===== src/rtl/bus_bridge_mux_pkg.sv =====
// Shared types and constants for the CPU-to-peripheral bridge: FSM state
// encoding, default error read data and the default peripheral address map.
package bus_bridge_mux_pkg;

  typedef enum logic [1:0] {
    ST_IDLE   = 2'd0,
    ST_ACCESS = 2'd1,
    ST_RESP   = 2'd2
  } state_t;

  // Read data returned for unmapped accesses and timeouts.
  localparam logic [31:0] DEF_RDATA = 32'hFFFF_FFFF;

  // Default peripheral windows (channel order: DRAM, 7-seg, LED, switch,
  // button, counter).
  localparam logic [31:0] BASE_DRAM = 32'h0000_0000;
  localparam logic [31:0] MASK_DRAM = 32'hFFFF_0000;
  localparam logic [31:0] BASE_SEG  = 32'hFFFF_FC00;
  localparam logic [31:0] MASK_SEG  = 32'hFFFF_FFF0;
  localparam logic [31:0] BASE_LED  = 32'hFFFF_FC60;
  localparam logic [31:0] MASK_LED  = 32'hFFFF_FFF0;
  localparam logic [31:0] BASE_SW   = 32'hFFFF_FC70;
  localparam logic [31:0] MASK_SW   = 32'hFFFF_FFF0;
  localparam logic [31:0] BASE_BTN  = 32'hFFFF_FC80;
  localparam logic [31:0] MASK_BTN  = 32'hFFFF_FFF0;
  localparam logic [31:0] BASE_CNT  = 32'hFFFF_FC90;
  localparam logic [31:0] MASK_CNT  = 32'hFFFF_FFF0;

  localparam logic [6*32-1:0] DEF_SLV_BASE =
    {BASE_CNT, BASE_BTN, BASE_SW, BASE_LED, BASE_SEG, BASE_DRAM};
  localparam logic [6*32-1:0] DEF_SLV_MASK =
    {MASK_CNT, MASK_BTN, MASK_SW, MASK_LED, MASK_SEG, MASK_DRAM};

endpackage


===== src/rtl/bridge_addr_decoder.sv =====
// Combinational address decoder: compares an address against N_SLV
// base/mask windows and reports a one-hot hit, lowest index winning.
module bridge_addr_decoder #(
  parameter int N_SLV  = 6,
  parameter int ADDR_W = 32
) (
  input  logic [ADDR_W-1:0]       addr,
  input  logic [N_SLV*ADDR_W-1:0] base,
  input  logic [N_SLV*ADDR_W-1:0] mask,
  output logic [N_SLV-1:0]        hit_onehot,
  output logic                    hit
);

  // Scan from the highest index down so the lowest matching index is the
  // last assignment and therefore wins on overlapping windows.
  always_comb begin
    hit_onehot = '0;
    for (int i = N_SLV - 1; i >= 0; i--) begin
      if ((addr & mask[i*ADDR_W +: ADDR_W]) ==
          (base[i*ADDR_W +: ADDR_W] & mask[i*ADDR_W +: ADDR_W])) begin
        hit_onehot = '0;
        hit_onehot[i] = 1'b1;
      end
    end
  end

  assign hit = |hit_onehot;

endmodule


===== src/rtl/bus_bridge_mux.sv =====
// CPU data-bus bridge: decodes the access address onto one of N_SLV slave
// channels, waits for that slave's ready (bounded by TIMEOUT cycles) and
// returns a registered one-cycle response, with an error for unmapped
// addresses and timeouts.
//
// Handshake: the CPU raises cpu_req with address/data; it is taken only
// while the bridge is idle, and the access completes on the single cycle
// cpu_ready is high (cpu_rdata/cpu_err valid in that cycle). Towards a
// slave, sl_req[k] stays high with stable sl_we/sl_addr/sl_wdata until the
// first cycle sl_ready[k] is sampled high; ready on other channels is ignored.
module bus_bridge_mux
  import bus_bridge_mux_pkg::*;
#(
  parameter int                          N_SLV         = 6,
  parameter int                          DATA_W        = 32,
  parameter int                          ADDR_W        = 32,
  parameter logic [N_SLV*ADDR_W-1:0]     SLV_BASE      = DEF_SLV_BASE,
  parameter logic [N_SLV*ADDR_W-1:0]     SLV_MASK      = DEF_SLV_MASK,
  parameter int                          TIMEOUT       = 16,
  parameter logic [DATA_W-1:0]           DEFAULT_RDATA = DATA_W'(DEF_RDATA)
) (
  input  logic                    clk_from_cpu,
  input  logic                    rst_from_cpu,
  input  logic                    cpu_req,
  input  logic                    cpu_we,
  input  logic [ADDR_W-1:0]       cpu_addr,
  input  logic [DATA_W-1:0]       cpu_wdata,
  output logic                    cpu_ready,
  output logic [DATA_W-1:0]       cpu_rdata,
  output logic                    cpu_err,
  output logic [N_SLV-1:0]        sl_req,
  output logic                    sl_we,
  output logic [ADDR_W-1:0]       sl_addr,
  output logic [DATA_W-1:0]       sl_wdata,
  input  logic [N_SLV*DATA_W-1:0] sl_rdata,
  input  logic [N_SLV-1:0]        sl_ready,
  output state_t                  fsm_state
);

  // One extra bit over clog2 so TIMEOUT-1 always fits without wrapping.
  localparam int              CNT_W    = $clog2(TIMEOUT) + 1;
  localparam logic [CNT_W-1:0] CNT_LAST = CNT_W'(TIMEOUT - 1);

  state_t             state;
  logic [CNT_W-1:0]   cnt;
  logic [N_SLV-1:0]   dec_onehot;
  logic               dec_hit;
  logic [DATA_W-1:0]  sel_rdata;
  logic               sel_ready;

  bridge_addr_decoder #(
    .N_SLV  (N_SLV),
    .ADDR_W (ADDR_W)
  ) u_dec (
    .addr       (cpu_addr),
    .base       (SLV_BASE),
    .mask       (SLV_MASK),
    .hit_onehot (dec_onehot),
    .hit        (dec_hit)
  );

  // Read-data and ready of the active channel, selected by the held one-hot
  // sl_req; other channels contribute nothing.
  always_comb begin
    sel_rdata = '0;
    for (int i = 0; i < N_SLV; i++) begin
      if (sl_req[i]) sel_rdata = sel_rdata | sl_rdata[i*DATA_W +: DATA_W];
    end
    sel_ready = |(sl_ready & sl_req);
  end

  // Bridge FSM with latched slave-side request and registered CPU response.
  always_ff @(posedge clk_from_cpu) begin
    if (rst_from_cpu) begin
      state     <= ST_IDLE;
      cnt       <= '0;
      sl_req    <= '0;
      sl_we     <= 1'b0;
      sl_addr   <= '0;
      sl_wdata  <= '0;
      cpu_ready <= 1'b0;
      cpu_err   <= 1'b0;
      cpu_rdata <= '0;
    end else begin
      cpu_ready <= 1'b0;
      case (state)
        ST_IDLE: begin
          if (cpu_req) begin
            if (dec_hit) begin
              sl_req   <= dec_onehot;
              sl_we    <= cpu_we;
              sl_addr  <= cpu_addr;
              sl_wdata <= cpu_wdata;
              cnt      <= '0;
              state    <= ST_ACCESS;
            end else begin
              cpu_ready <= 1'b1;
              cpu_err   <= 1'b1;
              cpu_rdata <= DEFAULT_RDATA;
              state     <= ST_RESP;
            end
          end
        end
        ST_ACCESS: begin
          // Ready is tested first so it beats a simultaneous timeout.
          if (sel_ready) begin
            sl_req    <= '0;
            cpu_ready <= 1'b1;
            cpu_err   <= 1'b0;
            cpu_rdata <= sl_we ? '0 : sel_rdata;
            state     <= ST_RESP;
          end else if (cnt == CNT_LAST) begin
            sl_req    <= '0;
            cpu_ready <= 1'b1;
            cpu_err   <= 1'b1;
            cpu_rdata <= DEFAULT_RDATA;
            state     <= ST_RESP;
          end else begin
            cnt <= cnt + 1'b1;
          end
        end
        ST_RESP: begin
          state <= ST_IDLE;
        end
        default: begin
          state  <= ST_IDLE;
          sl_req <= '0;
        end
      endcase
    end
  end

  assign fsm_state = state;

endmodule


===== config.mk =====
export PLATFORM = sky130hd
export DESIGN_NAME = bus_bridge_mux
export DESIGN_NICKNAME = d
export VERILOG_FILES = /design/src/rtl/bus_bridge_mux_pkg.sv /design/src/rtl/bridge_addr_decoder.sv /design/src/rtl/bus_bridge_mux.sv
export SDC_FILE = /design/constraint.sdc
export NUM_CORES = 1
export LEC_CHECK = 0
export BUFFER_PORTS_ARGS = -buffer_cell sky130_fd_sc_hd__buf_2
export CORE_AREA = 2 2 145 147
export DETAILED_ROUTE_END_ITERATION = 6
export DIE_AREA = 0 0 147 149
export PLACE_DENSITY = 0.69
export SLEW_MARGIN = 20
export SYNTH_ARGS = -nofsm -noshare
export SYNTH_HDL_FRONTEND = slang
export SYNTH_SLANG_ARGS = --single-unit

===== constraint.sdc =====
create_clock -name clk_from_cpu -period 3.3 [get_ports clk_from_cpu]
set_input_delay 0.165 -clock clk_from_cpu [delete_from_list [all_inputs] [get_ports clk_from_cpu]]
set_output_delay 0.165 -clock clk_from_cpu [all_outputs]
set_load 0.05 [all_outputs]

Word level (Yosys, flattened, before mapping). Cells that the tools add are included.

Output and inout port bits: 107. Input port bits: 266. Logic and storage cells: 84. Flip-flop bits (word level): 112.

Reduce and logical (&&, ||, !) cells: 10. Muxes and demuxes: 43. Add/sub/neg operators: 1. Equal/unequal tests: 14. Bitwise gates (word level): 7.

Operator list (count): 2-to-1 mux 32 bit (11); OR 32 bit (5); equality test 28 bit (second input constant) (5); one-hot mux 32 bit (2 select lines) (1); 2-to-1 mux 6 bit (10); zero test 32 bit (1); 2-to-1 mux 5 bit (4); one-hot mux 6 bit (3 select lines) (1); OR reduction 6 bit (2); inequality test 2 bit (second input constant) (5); one-hot mux 5 bit (2 select lines) (1); 2-to-1 mux 1 bit (8); 2-to-1 mux 2 bit (4); AND reduction 4 bit (2); AND 6 bit (1); adder 5 x 1 -> 5 bit (second input constant) (1); equality test 5 x 4 -> 1 bit (second input constant) (1); AND reduction 5 bit (1); one-hot mux 1 bit (2 select lines) (2); one-hot mux 2 bit (2 select lines) (1); inequality test 3 bit (second input constant) (1); AND reduction 3 bit (1); equality test 2 x 1 -> 1 bit (second input constant) (1); equality test 2 bit (second input constant) (1); 4 further kinds (4).

Longest topological paths before layout. Gate-level depths: netlist of run 1.

Depth after elaboration: 14. Mapped depth: 9. Mapped depth without buffers: 8.

Hierarchy. From an unflattened synthesis of run 1, not the netlist that was laid out.

Cells, all modules: 1020. Area, all modules: 7985.2 um^2.

By module, submodules not included: bus_bridge_mux (instances 1, sequential area each 2242.2 um^2, cells each 662, area each 5083.6 um^2); bridge_addr_decoder (instances 1, sequential area each 0.0 um^2, cells each 358, area each 2901.5 um^2).

Least setup slack after synthesis of run 1. No wires, ideal clock.

Path type: reg-to-reg. From: register state[1], in the netlist fsm_state[1]. To: register sl_addr[4]. Setup time: 0.116 ns. Period minus slack after synthesis: 1.954 ns. Data required time: 3.184 ns. Data arrival time: 1.838 ns. Stages on the path, launching flop included: 7. Path buffers: 2. Slack: 1.346 ns. Path through: dfxtp_1 > nor2_1 > nand2_1 > clkbuf_1 > clkbuf_1 > nor3_1 > a31o_2.

Longest elaborated chain between the ends: 2.

Ends and longest elaborated chain: start: declaration (RTL line bus_bridge_mux.sv:44) `state_t state;`; start signal: assignment (RTL line bus_bridge_mux.sv:75) `state <= ST_IDLE;`; start signal: assignment (RTL line bus_bridge_mux.sv:95) `state <= ST_ACCESS;`; start signal: assignment (RTL line bus_bridge_mux.sv:100) `state <= ST_RESP;`; zero test 2 bit (RTL line bus_bridge_mux.sv:86) `case (state)`; AND reduction 3 bit (no source line); end signal: assignment (RTL line bus_bridge_mux.sv:92) `sl_addr <= cpu_addr;`; end: declaration (RTL line bus_bridge_mux.sv:33) `output logic [ADDR_W-1:0] sl_addr,`.

No other way between the ends. A chain may end at the register's enable or synchronous reset.

Worst setup path after layout of run 1.
From: register cnt[0]. To: register cpu_rdata[31].

Longest elaborated chain between the ends: 3.

Ends and longest elaborated chain: start: declaration (RTL line bus_bridge_mux.sv:45) `logic [CNT_W-1:0] cnt;`; start signal: assignment (RTL line bus_bridge_mux.sv:119) `cnt <= cnt + 1'b1;`; equality test 5 x 4 -> 1 bit (RTL line bus_bridge_mux.sv:112) `end else if (cnt == CNT_LAST) begin`; inequality test 3 bit (no source line); AND reduction 4 bit (no source line); end signal: assignment (RTL line bus_bridge_mux.sv:110) `cpu_rdata <= sl_we ? '0 : sel_rdata;`; end: declaration (RTL line bus_bridge_mux.sv:29) `output logic [DATA_W-1:0] cpu_rdata,`.

No other way between the ends.

==> metrics.yaml, run 1 <==
status:
  status: "completed"
worst_hold_path:
  hold_path_class: "input pin to flip-flop"
  hold_start: "cpu_wdata[13]"
  min_path_cells: 3
  holdPathEnd: "sl_wdata[13]$_SDFFE_PP0P_"
floorplanning:
  die_area_um2: 21900
  rows: 53
  ioPinCount: 373
  die_y_um: 149
  initial_core_util_pct: 27.16
  fp.coreArea_um2: 20560
  die_w_um: 147
logic_synthesis:
  synth_cells: 656
  ys_ff_latch: 112
  syn_nets: 924
  synth_edf_count: 0
  synth_flop_cell: "dfxtp_1"
  async_flop_share_pct: 0
  synthesis.area_um2: 5584
  synth_cell_types: 43
  yosysTopAreaCellShare_pct: 40.15
  ys_seq_area_share_pct: 40.15
  ys.warnings.count: 0
  yosysTopAreaCell: "dfxtp_1"
  synth.avg_cell_area_um2: 8.512
  synth.area.top_cells: "dfxtp_1, a22oi_1, or3b_1"
worst_setup_path:
  reg2reg_from: "cnt[0]$_SDFFE_PP0P_"
  cp_cell_sequence: "ha_1 > and3_1 > ha_1 > o21a_1 > a31oi_4 > buf_4 > a211oi_1"
  crit_buf_inv: 1
  cpPeakStageDelay_ps: 690
  cp_top_family: "compound AO/OA/AOI/OAI gates"
  cp_slowest_cell: "a31oi_4"
  required_ps: 3520
  crit_path_max_fanout: 29
  crit_path_frequent_cell: "ha_1"
  ff2ff_path_depth: 7
  arrival_ps: 2580
  end_kind: "flip-flop"
  crit_path_start_kind: "flip-flop"
  rrSetupSlack_ps: 940
  critical_path_class: "flip-flop to flip-flop"
  rr_endpoint: "cpu_rdata[31]$_SDFFE_PP0P_"
sta:
  tightest_slew_ps: 869.6
  fin_tns_setup_ps: 0
  finalSetupViolations: 0
  slew_headroom_pct: 42.02
  rsz0062_at_grt: "no"
  fmax_mhz: 423.5
  skew_ps: 13.98
  drv_slew: 0
  hold_viol: 0
  period_share_pct: 71.55
  fin_crit_ps: 2361
clock_tree:
  cts_resized: 0
  clock-sinks: 112
  clockBufferDepth: 2
  ctsHoldBuffers: 0
  cts_tree: "built"
  cts_buffers: 9
  htree_num_levels: 3
  cts_root_buffer: "clkbuf_16"
  post_cts_buffers: 0
  insertion_delay_ps: 360
  path_clk_slew_ps: 80
place:
  globalplace.congestion: 0.8309
  port_buffers: 372
  dp_hpwl_um: 16540
  placed_area_um2: 7631
  placedCellCount: 1251
route:
  drc: 0
  drt_iter0_markers: 364
  route.detailed.wl_per_inst_um: 17.61
  drt_wl_total_um: 22370
  avgViaCountPerCell: 5.132
  first_pass_iters: 5
  drtAntennaViolNets: 0
  vias: 6518
global_routing:
  grt_usage_pct: 19.06
  grt_remaining_overflow: 0
  antenna_found_initial: 3
  grt_pass1_vias: 6013
  grt_first_pass_wirelength_um: 32730
  grt_start_max_net_pins: 67
pwr:
  vdd_drop_max_v: 0.0002217
  leakagePower_nw: 3.498
  p_per_area_nw_per_um2: 369.0
layout:
  finalNonFillerCells: 1270
  drive_gt1_share_pct: 41.83
  fin_util_pct: 38.58
  finalInstanceArea_um2: 7930
  syn2layout_area_growth_pct: 42.01
  nNetsFinal: 1255
  fillers: 2130
run:
  maxCapViolCount: 0
layout make-up:
class / instances / area [um^2] / share of cell area (%)
diodes: 3 / 7.507 / 0.09467
clock buffers: 9 / 225.2 / 2.840
clock inverters: 7 / 66.31 / 0.8362
inverters: 37 / 138.9 / 1.751
multi-input cells: 438 / 2914 / 36.75
flip-flops and latches: 112 / 2242 / 28.27
well taps: 275 / 344.1 / 4.339
repair buffers: 389 / 1992 / 25.12
worst reg2reg max path: cells and delay by family (launching register included):
| kind | cells | cell delay, ps |
|---|---|---|
| buffers and inverters | 1 | 300 |
| DFF | 1 | 350 |
| adders and majority gates | 2 | 400 |
| AOI/OAI and AO/OA | 3 | 990 |
| and+or+nand+nor | 1 | 190 |
cells by family after synthesis:
family	Yosys count	share of synthesized area (%)
fa+ha+maj	2	0.4481
compound gates	306	36.14
flops	112	40.15
simple gates	130	15.24
buf+inv	106	8.022
how the worst max path moves through the flow:
stage	startpoint	endpoint	slack [ps]	cells past startpoint
floorplan	fsm_state[1]$_SDFFE_PP0P_	sl_addr[4]$_SDFFE_PP0P_	1350	6
global placement	cpu_addr[9]	cpu_rdata[18]$_SDFFE_PP0P_	960	7
detailed placement	cpu_addr[9]	cpu_rdata[31]$_SDFFE_PP0P_	910	7
CTS	cnt[0]$_SDFFE_PP0P_	cpu_rdata[31]$_SDFFE_PP0P_	930	7
global route	cnt[0]$_SDFFE_PP0P_	cpu_rdata[31]$_SDFFE_PP0P_	780	7
finish	cnt[0]$_SDFFE_PP0P_	cpu_rdata[31]$_SDFFE_PP0P_	940	7
per-stage QoR:
step,hold WS (ps),total power [mW],setup WS (ps)
2_1_floorplan,312.7,1.641,1346
3_3_place_gp,436.7,1.875,962.3
3_5_place_dp,438.3,1.879,906.8
4_1_cts,109.2,2.985,926.2
5_1_grt,125.0,3.061,777.4
6_report,133.4,2.926,938.9
per-layer routing:
metal  GRT usage (%)  part of all wire (%)
met1           22.26                    40
met2           33.54                    49
met3           5.046                   8.6
met4           7.260                   2.3
met5               0                     0
where the power goes:
part           leakage, nW  internal (mW)  total (mW)  switching [mW]
combinational         2.45          0.171       0.448           0.277
sequential           0.912           1.38        1.40          0.0163
clock                0.135          0.527        1.08           0.552
total                 3.50           2.08        2.93           0.845
state kept, by name, summed over array words and instances (netlist names):
register	flops
cnt	5
cpu_err	1
cpu_rdata	32
cpu_ready	1
fsm_state	2
sl_addr	32
sl_req	6
sl_wdata	32
sl_we	1
cell usage after synthesis (7+ instances only):
cell type	count
clkbuf_1	57
a21oi_1	54
inv_1	37
nor2_1	36
a22oi_1	99
o21a_1	18
a211oi_1	32
nor4_1	7
o21ai_0	51
or3b_1	48
dfxtp_1	112
a31oi_1	35
cell usage in the layout, fill, tap and decap left out, drive strengths merged, types with 2 or more instances in the layout:
master / instances
buf: 389
dfxtp: 112
a22oi: 99
a21oi: 54
o21ai: 51
or3b: 48
inv: 38
nor2: 37
a31oi: 37
a211oi: 32
o21a: 18
clkbuf: 9
nor4: 8
nand4: 7
nand3: 6
nor3: 5
nand2: 5
clkinv: 4
diode: 3
nor2b: 3
or2: 3
o211ai: 3
o31ai: 2
nor3b: 2
a41o: 2
o2bb2ai: 2
ha: 2
clkinvlp: 2
Note: power is estimated with default switching activity, not from simulation.
==> inputs of run 2 (changes only) <==
==> constraint.sdc (replaced) <==
create_clock -name clk_from_cpu -period 2.4 [get_ports clk_from_cpu]
set_input_delay 0.12 -clock clk_from_cpu [delete_from_list [all_inputs] [get_ports clk_from_cpu]]
set_output_delay 0.12 -clock clk_from_cpu [all_outputs]
set_load 0.05 [all_outputs]
==> run 2 against run 1 <==
Compared with the run above: sequential share of layout area about the same; highest routed layer unchanged; via count increased by 0.41%; count of clock-buffer cells in the layout increased by 2; clock skew decreased by 7.2 ps; first-iteration DRC count increased by 18%; largest cell class unchanged; power increased by 39%.
==> metrics.yaml, run 2 (synthesis results as in run 1) <==
status:
  status: "completed"  # unchanged
global_routing:
  antenna_found_initial: 3  # unchanged
  grt_pass1_vias: 6040  # was 6013
  grt_start_max_net_pins: 66  # was 67
  grt_usage_pct: 19.38  # was 19.06%
  grt_first_pass_wirelength_um: 33000  # was 32730 um
  grt_remaining_overflow: 0  # unchanged
place:
  globalplace.congestion: 0.7990  # was 0.8309
  placedCellCount: 1250  # was 1251
  port_buffers: 372  # unchanged
  dp_hpwl_um: 16660  # was 16540 um
sta:
  finalSetupViolations: 0  # unchanged
  fin_tns_setup_ps: 0  # unchanged
  drv_slew: 0  # unchanged
  fin_crit_ps: 2023  # was 2361 ps
  slew_headroom_pct: 58.73  # was 42.02%
  hold_viol: 0  # unchanged
  skew_ps: 6.747  # was 13.98 ps
  fmax_mhz: 494.4  # was 423.5 MHz
  rsz0062_at_grt: "no"  # unchanged
  tightest_slew_ps: 618.4  # was 869.6 ps
  period_share_pct: 84.28  # was 71.55%
layout:
  fillers: 2154  # was 2130
  layout_common_cells: "buf_2, dfxtp_1, a22oi_1"  # unchanged
  drive_gt1_share_pct: 41.62  # was 41.83%
  final_common_cell: "buf_2"  # unchanged
  seq_area_um2: 2242  # unchanged
  syn2layout_area_growth_pct: 42.19  # was 42.01%
  multi_input_area_um2: 2914  # unchanged
  nNetsFinal: 1254  # was 1255
  finalNonFillerCells: 1268  # was 1270
  top_regs: "cpu_rdata: 32 flops, sl_addr: 32 flops, sl_wdata: 32 flops"  # unchanged
pwr:
  p_sw_mw: 1.101  # was 0.8451 mW
  p_int_mw: 2.978  # was 2.081 mW
  seqPwrFrac_pct: 47.2  # was 47.8%
  p_per_area_nw_per_um2: 513.7  # was 369.0 nW/um^2
  leakagePower_nw: 3.506  # was 3.498 nW
  clkPwrFrac_pct: 37.7  # was 36.9%
  combPwrFrac_pct: 15.1  # was 15.3%
  netSwitchingFraction_pct: 27.00  # was 28.88%
  totalPowerFinal_mw: 4.079  # was 2.926 mW
  vdd_drop_max_v: 0.0003539  # was 0.0002217 V
worst_setup_path:
  cpPeakStageDelay_ps: 540  # was 690 ps
  end_kind: "flip-flop"  # unchanged
  critical_path_class: "flip-flop to flip-flop"  # unchanged
  cp_slowest_cell: "nor2_2"  # was a31oi_4
  required_ps: 2690  # was 3520 ps
  arrival_ps: 2310  # was 2580 ps
  cp_cell_sequence: "nor2_1 > nand2_2 > buf_4 > nor2_2 > o21a_1"  # was ha_1 > and3_1 > ha_1 > o21a_1 > a31oi_4 > buf_4 > a211oi_1
  crit_path_max_fanout: 37  # was 29
  ff2ff_path_depth: 5  # was 7
  crit_cells: 5  # was 7
  crit_buf_inv: 1  # unchanged
  cp_top_family: "simple AND/OR/NAND/NOR gates"  # was compound AO/OA/AOI/OAI gates
  crit_path_start_kind: "flip-flop"  # unchanged
floorplanning:
  die_w_um: 147  # unchanged
  die_y_um: 149  # unchanged
  initial_core_util_pct: 27.16  # unchanged
  die_area_um2: 21900  # unchanged
  fp.coreArea_um2: 20560  # unchanged
  ioPinCount: 373  # unchanged
  rows: 53  # unchanged
run:
  maxCapViolCount: 0  # unchanged
clock_tree:
  post_cts_buffers: 0  # unchanged
  insertion_delay_ps: 350  # was 360 ps
  clock-sinks: 112  # unchanged
  cts_tree: "built"  # unchanged
  ctsHoldBuffers: 0  # unchanged
  htree_num_levels: 3  # unchanged
  path_clk_slew_ps: 70  # was 80 ps
  clockBufferDepth: 2  # unchanged
  cts_buffers: 9  # unchanged
  cts_resized: 0  # unchanged
  cts_root_buffer: "clkbuf_16"  # unchanged
route:
  vias: 6545  # was 6518
  drc: 0  # unchanged
  drt_iter0_markers: 428  # was 364
  drtAntennaViolNets: 0  # unchanged
  drt_wl_total_um: 22620  # was 22370 um
  avgViaCountPerCell: 5.162  # was 5.132
  route.detailed.wl_per_inst_um: 17.84  # was 17.61 um
  first_pass_iters: 5  # unchanged
worst_hold_path:
  min_path_cells: 3  # unchanged
  hold_path_class: "input pin to flip-flop"  # unchanged
-- run 2: changes by cell type in the layout (fill, tap and decap cells not counted), sizes merged --
cell,change
buf,-1
clkinvlp,-1
clkbuf,+2
bufinv,+1
clkinv,-3
-- run 2: cell type report --
type	count	share of cell area, %
tap	275	4.333
inverter	37	1.749
clock buffer	11	3.057
antenna	3	0.09455
clock inverter	4	0.6776
timing repair buffer	388	25.15
sequential	112	28.24
multi-input combinational	438	36.70
-- run 2: power by group through the flow --
stage	Clock (mW)	Combinational, mW	Sequential [mW]
2_1_floorplan	0	0.128	2.13
3_3_place_gp	0	0.609	1.97
3_5_place_dp	0	0.614	1.97
4_1_cts	1.60	0.617	1.93
5_1_grt	1.68	0.656	1.93
6_report	1.54	0.614	1.93
-- run 2: stage by stage --
step	util (%)	hold WS (ps)	setup slack, ps	cell area [um^2]
final	38.62	90.26	377.4	7940
after detailed placement	37.15	440.1	349.2	7636
after global routing	38.60	76.16	177.6	7935
after floorplan	-	267.7	446.2	5584
after global placement	37.15	436.9	420.2	7636
after CTS	38.59	67.02	411.3	7933
-- run 2: worst register-to-register path, delay by kind of cell, from the launching register on --
family | cells | cell delay, ps
AND/OR/NAND/NOR | 3 | 1130
buffers and inverters | 1 | 250
flip-flops | 1 | 390
AO/OA/AOI/OAI | 1 | 200
-- run 2: final timing paths --
kind,startpoint,endpoint,slack [ps]
min reg2reg,cpu_rdata[27]$_SDFFE_PP0P_,cpu_rdata[27]$_SDFFE_PP0P_,450
min,cpu_addr[7],sl_req[5]$_SDFFE_PP0P_,90
max reg2reg,fsm_state[1]$_SDFFE_PP0P_,sl_addr[22]$_SDFFE_PP0P_,380
max,fsm_state[1]$_SDFFE_PP0P_,sl_addr[22]$_SDFFE_PP0P_,380
-- run 2: per-layer routing --
layer  wire length [um]  global-route usage [%]  vias up  share of wire [%]
met2              10940                   33.22      351                 48
li1                   -                       -     3150                  -
met4                607                   7.644        0                2.7
met5                  0                       0        -                  0
met1               8894                   22.38     3009                 39
met3               2180                   6.544       35                9.6
==> inputs of run 3 (changes only) <==
==> constraint.sdc (replaced) <==
create_clock -name clk_from_cpu -period 2.1 [get_ports clk_from_cpu]
set_input_delay 0.105 -clock clk_from_cpu [delete_from_list [all_inputs] [get_ports clk_from_cpu]]
set_output_delay 0.105 -clock clk_from_cpu [all_outputs]
set_load 0.05 [all_outputs]
==> run 3 against run 2 <==
Compared with the run above: via count up 0.28%; global-route usage down 0.20 points; flip-flop and latch count unchanged; final cell count up 0.87%; count of clock-buffer cells in the layout down 1; first-iteration DRC count down 14%; worst hold slack worse by 16 ps; critical path type unchanged; critical endpoint is now cnt[1]$_SDFFE_PP0P_; largest power group unchanged.
==> metrics.yaml, run 3 (synthesis results as in run 1) <==
status:
  status: "completed"  # unchanged
global_routing:
  antenna_found_initial: 6  # was 3
  grt_remaining_overflow: 0  # unchanged
  grt_start_max_net_pins: 69  # was 66
  grt_first_pass_wirelength_um: 32860  # was 33000 um
  grt_pass1_vias: 5886  # was 6040
  grt_usage_pct: 19.18  # was 19.38%
clock_tree:
  clock-sinks: 112  # unchanged
  insertion_delay_ps: 350  # about the same
  cts_root_buffer: "clkbuf_16"  # unchanged
  path_clk_slew_ps: 80  # was 70 ps
  cts_buffers: 9  # unchanged
  clockBufferDepth: 2  # unchanged
  htree_num_levels: 3  # unchanged
  cts_tree: "built"  # unchanged
sta:
  hold_viol: 0  # unchanged
  fin_tns_setup_ps: 0  # unchanged
  finalSetupViolations: 0  # unchanged
  timing.hold.ws_ps: 74.08  # was 90.26 ps
  period_share_pct: 92.37  # was 84.28%
  drv_slew: 0  # unchanged
  tightest_slew_ps: 532.7  # was 618.4 ps
  fmax_mhz: 515.5  # was 494.4 MHz
  skew_ps: 9.198  # was 6.747 ps
  slew_headroom_pct: 64.48  # was 58.73%
  fin_crit_ps: 1940  # was 2023 ps
  rsz0062_at_grt: "no"  # unchanged
  setup_ws_ps: 160.3  # was 377.4 ps
place:
  dp_slack_ps: 127.3  # was 349.2 ps
  globalplace.congestion: 0.8035  # was 0.7990
  placed_area_um2: 7699  # was 7636 um^2
  placedCellCount: 1255  # was 1250
  port_buffers: 372  # unchanged
  dp_hpwl_um: 16530  # was 16660 um
layout:
  finalNonFillerCells: 1279  # was 1268
  nNetsFinal: 1261  # was 1254
  top_regs: "cpu_rdata: 32 flops, sl_addr: 32 flops, sl_wdata: 32 flops"  # unchanged
  syn2layout_area_growth_pct: 44.01  # was 42.19%
  fin_util_pct: 39.12  # was 38.62%
  layout_common_cells: "buf_2, dfxtp_1, a22oi_1"  # unchanged
  finalInstanceArea_um2: 8041  # was 7940 um^2
  final_common_cell: "buf_2"  # unchanged
  drive_gt1_share_pct: 42.18  # was 41.62%
  fillers: 2151  # was 2154
floorplanning:
  rows: 53  # unchanged
  fp.coreArea_um2: 20560  # unchanged
  die_y_um: 149  # unchanged
  die_area_um2: 21900  # unchanged
  ioPinCount: 373  # unchanged
  initial_core_util_pct: 27.16  # unchanged
  die_w_um: 147  # unchanged
pwr:
  p_int_mw: 3.398  # was 2.978 mW
  leakagePower_nw: 3.557  # was 3.506 nW
  p_per_area_nw_per_um2: 584.2  # was 513.7 nW/um^2
  vdd_drop_max_v: 0.0003997  # was 0.0003539 V
  p_sw_mw: 1.300  # was 1.101 mW
  clkPwrFrac_pct: 38.0  # was 37.7%
  totalPowerFinal_mw: 4.698  # was 4.079 mW
  netSwitchingFraction_pct: 27.67  # was 27.00%
  combPwrFrac_pct: 15.2  # was 15.1%
  seqPwrFrac_pct: 46.8  # was 47.2%
worst_setup_path:
  crit_path_start: "cnt[0]$_SDFFE_PP0P_"  # was fsm_state[1]$_SDFFE_PP0P_
  ff2ff_path_depth: 8  # was 5
  cp-endpoint: "cnt[1]$_SDFFE_PP0P_"  # was sl_addr[22]$_SDFFE_PP0P_
  crit_path_max_fanout: 8  # was 37
  arrival_ps: 2180  # was 2310 ps
  rrSetupSlack_ps: 160  # was 380 ps
  rr_endpoint: "cnt[1]$_SDFFE_PP0P_"  # was sl_addr[22]$_SDFFE_PP0P_
  critical_path_class: "flip-flop to flip-flop"  # unchanged
  reg2reg_from: "cnt[0]$_SDFFE_PP0P_"  # was fsm_state[1]$_SDFFE_PP0P_
  end_kind: "flip-flop"  # unchanged
  crit_path_start_kind: "flip-flop"  # unchanged
  required_ps: 2340  # was 2690 ps
route:
  first_pass_iters: 5  # unchanged
  drtAntennaViolNets: 0  # unchanged
  wl_met1_um: 8903  # was 8894 um
  wl_met2_um: 10780  # was 10940 um
  drc: 0  # unchanged
  dr.max_layer_used: "met5"  # was met4
  met3WireLength_um: 2013  # was 2180 um
  route.detailed.wl_per_inst_um: 17.44  # was 17.84 um
  vias: 6563  # was 6545
  drt_wl_total_um: 22310  # was 22620 um
  avgViaCountPerCell: 5.131  # was 5.162
  drt_iter0_markers: 367  # was 428
worst_hold_path:
  hold_path_class: "input pin to flip-flop"  # unchanged
run:
  maxCapViolCount: 0  # unchanged
## run 3: cell count changes in the layout (fill, tap and decap cells not counted), moves of 2 or more
cell      delta
buf_12       +2
buf_4        +4
clkinv_4     +3
diode_2      +3
## run 3: final cells by class
type	instances	area, um^2	share of cell area, %
Multi-Input combinational cell	438	2918	36.28
Sequential cell	112	2242	27.88
Timing Repair Buffer	395	2078	25.84
Tap cell	275	344.1	4.279
Clock buffer	10	229.0	2.847
Inverter	37	138.9	1.727
Clock inverter	6	76.32	0.9491
Antenna cell	6	15.01	0.1867
## run 3: what timing repair did
| action | CTS | global route |
|---|---|---|
| buffers inserted | 0 | 2 |
| endpoints found under the setup margin | 0 | 1 |
| hold buffers | 0 | 0 |
| gates resized for setup | 0 | 2 |
## run 3: critical path, stage by stage (launching register included)
cell     delay, ps
dfxtp_1        340
ha_1           210
and3_1         180
ha_1           190
nor3b_1        180
nand4_1        190
buf_6          190
buf_4          130
a41o_1         220
## run 3: worst min path at each step
| stage | start | endpoint | slack [ps] | cells after the start |
|---|---|---|---|---|
| floorplan | cpu_req | sl_req[0]$_SDFFE_PP0P_ | 250 | 2 |
| global placement | cpu_addr[7] | sl_req[5]$_SDFFE_PP0P_ | 430 | 3 |
| finish | cpu_addr[7] | sl_req[5]$_SDFFE_PP0P_ | 70 | 3 |
| detailed placement | cpu_addr[7] | sl_req[5]$_SDFFE_PP0P_ | 440 | 3 |
| global route | cpu_wdata[13] | sl_wdata[13]$_SDFFE_PP0P_ | 60 | 3 |
| CTS | cpu_addr[7] | sl_req[5]$_SDFFE_PP0P_ | 50 | 3 |
## run 3: layer usage
metal / global-route usage (%) / up-vias
met5: 0 / -
met3: 5.810 / 39
met2: 32.46 / 320
li1: - / 3172
met1: 22.98 / 3030
met4: 7.356 / 2
## run 3: power by group through the flow
stage                     Sequential [mW]  Clock [mW]  Combinational [mW]
final                                2.20        1.79               0.713
after global routing                 2.21        1.96               0.763
after global placement               2.25           0               0.708
after detailed placement             2.25           0               0.711
after CTS                            2.20        1.88               0.714
after floorplan                      2.43           0               0.146
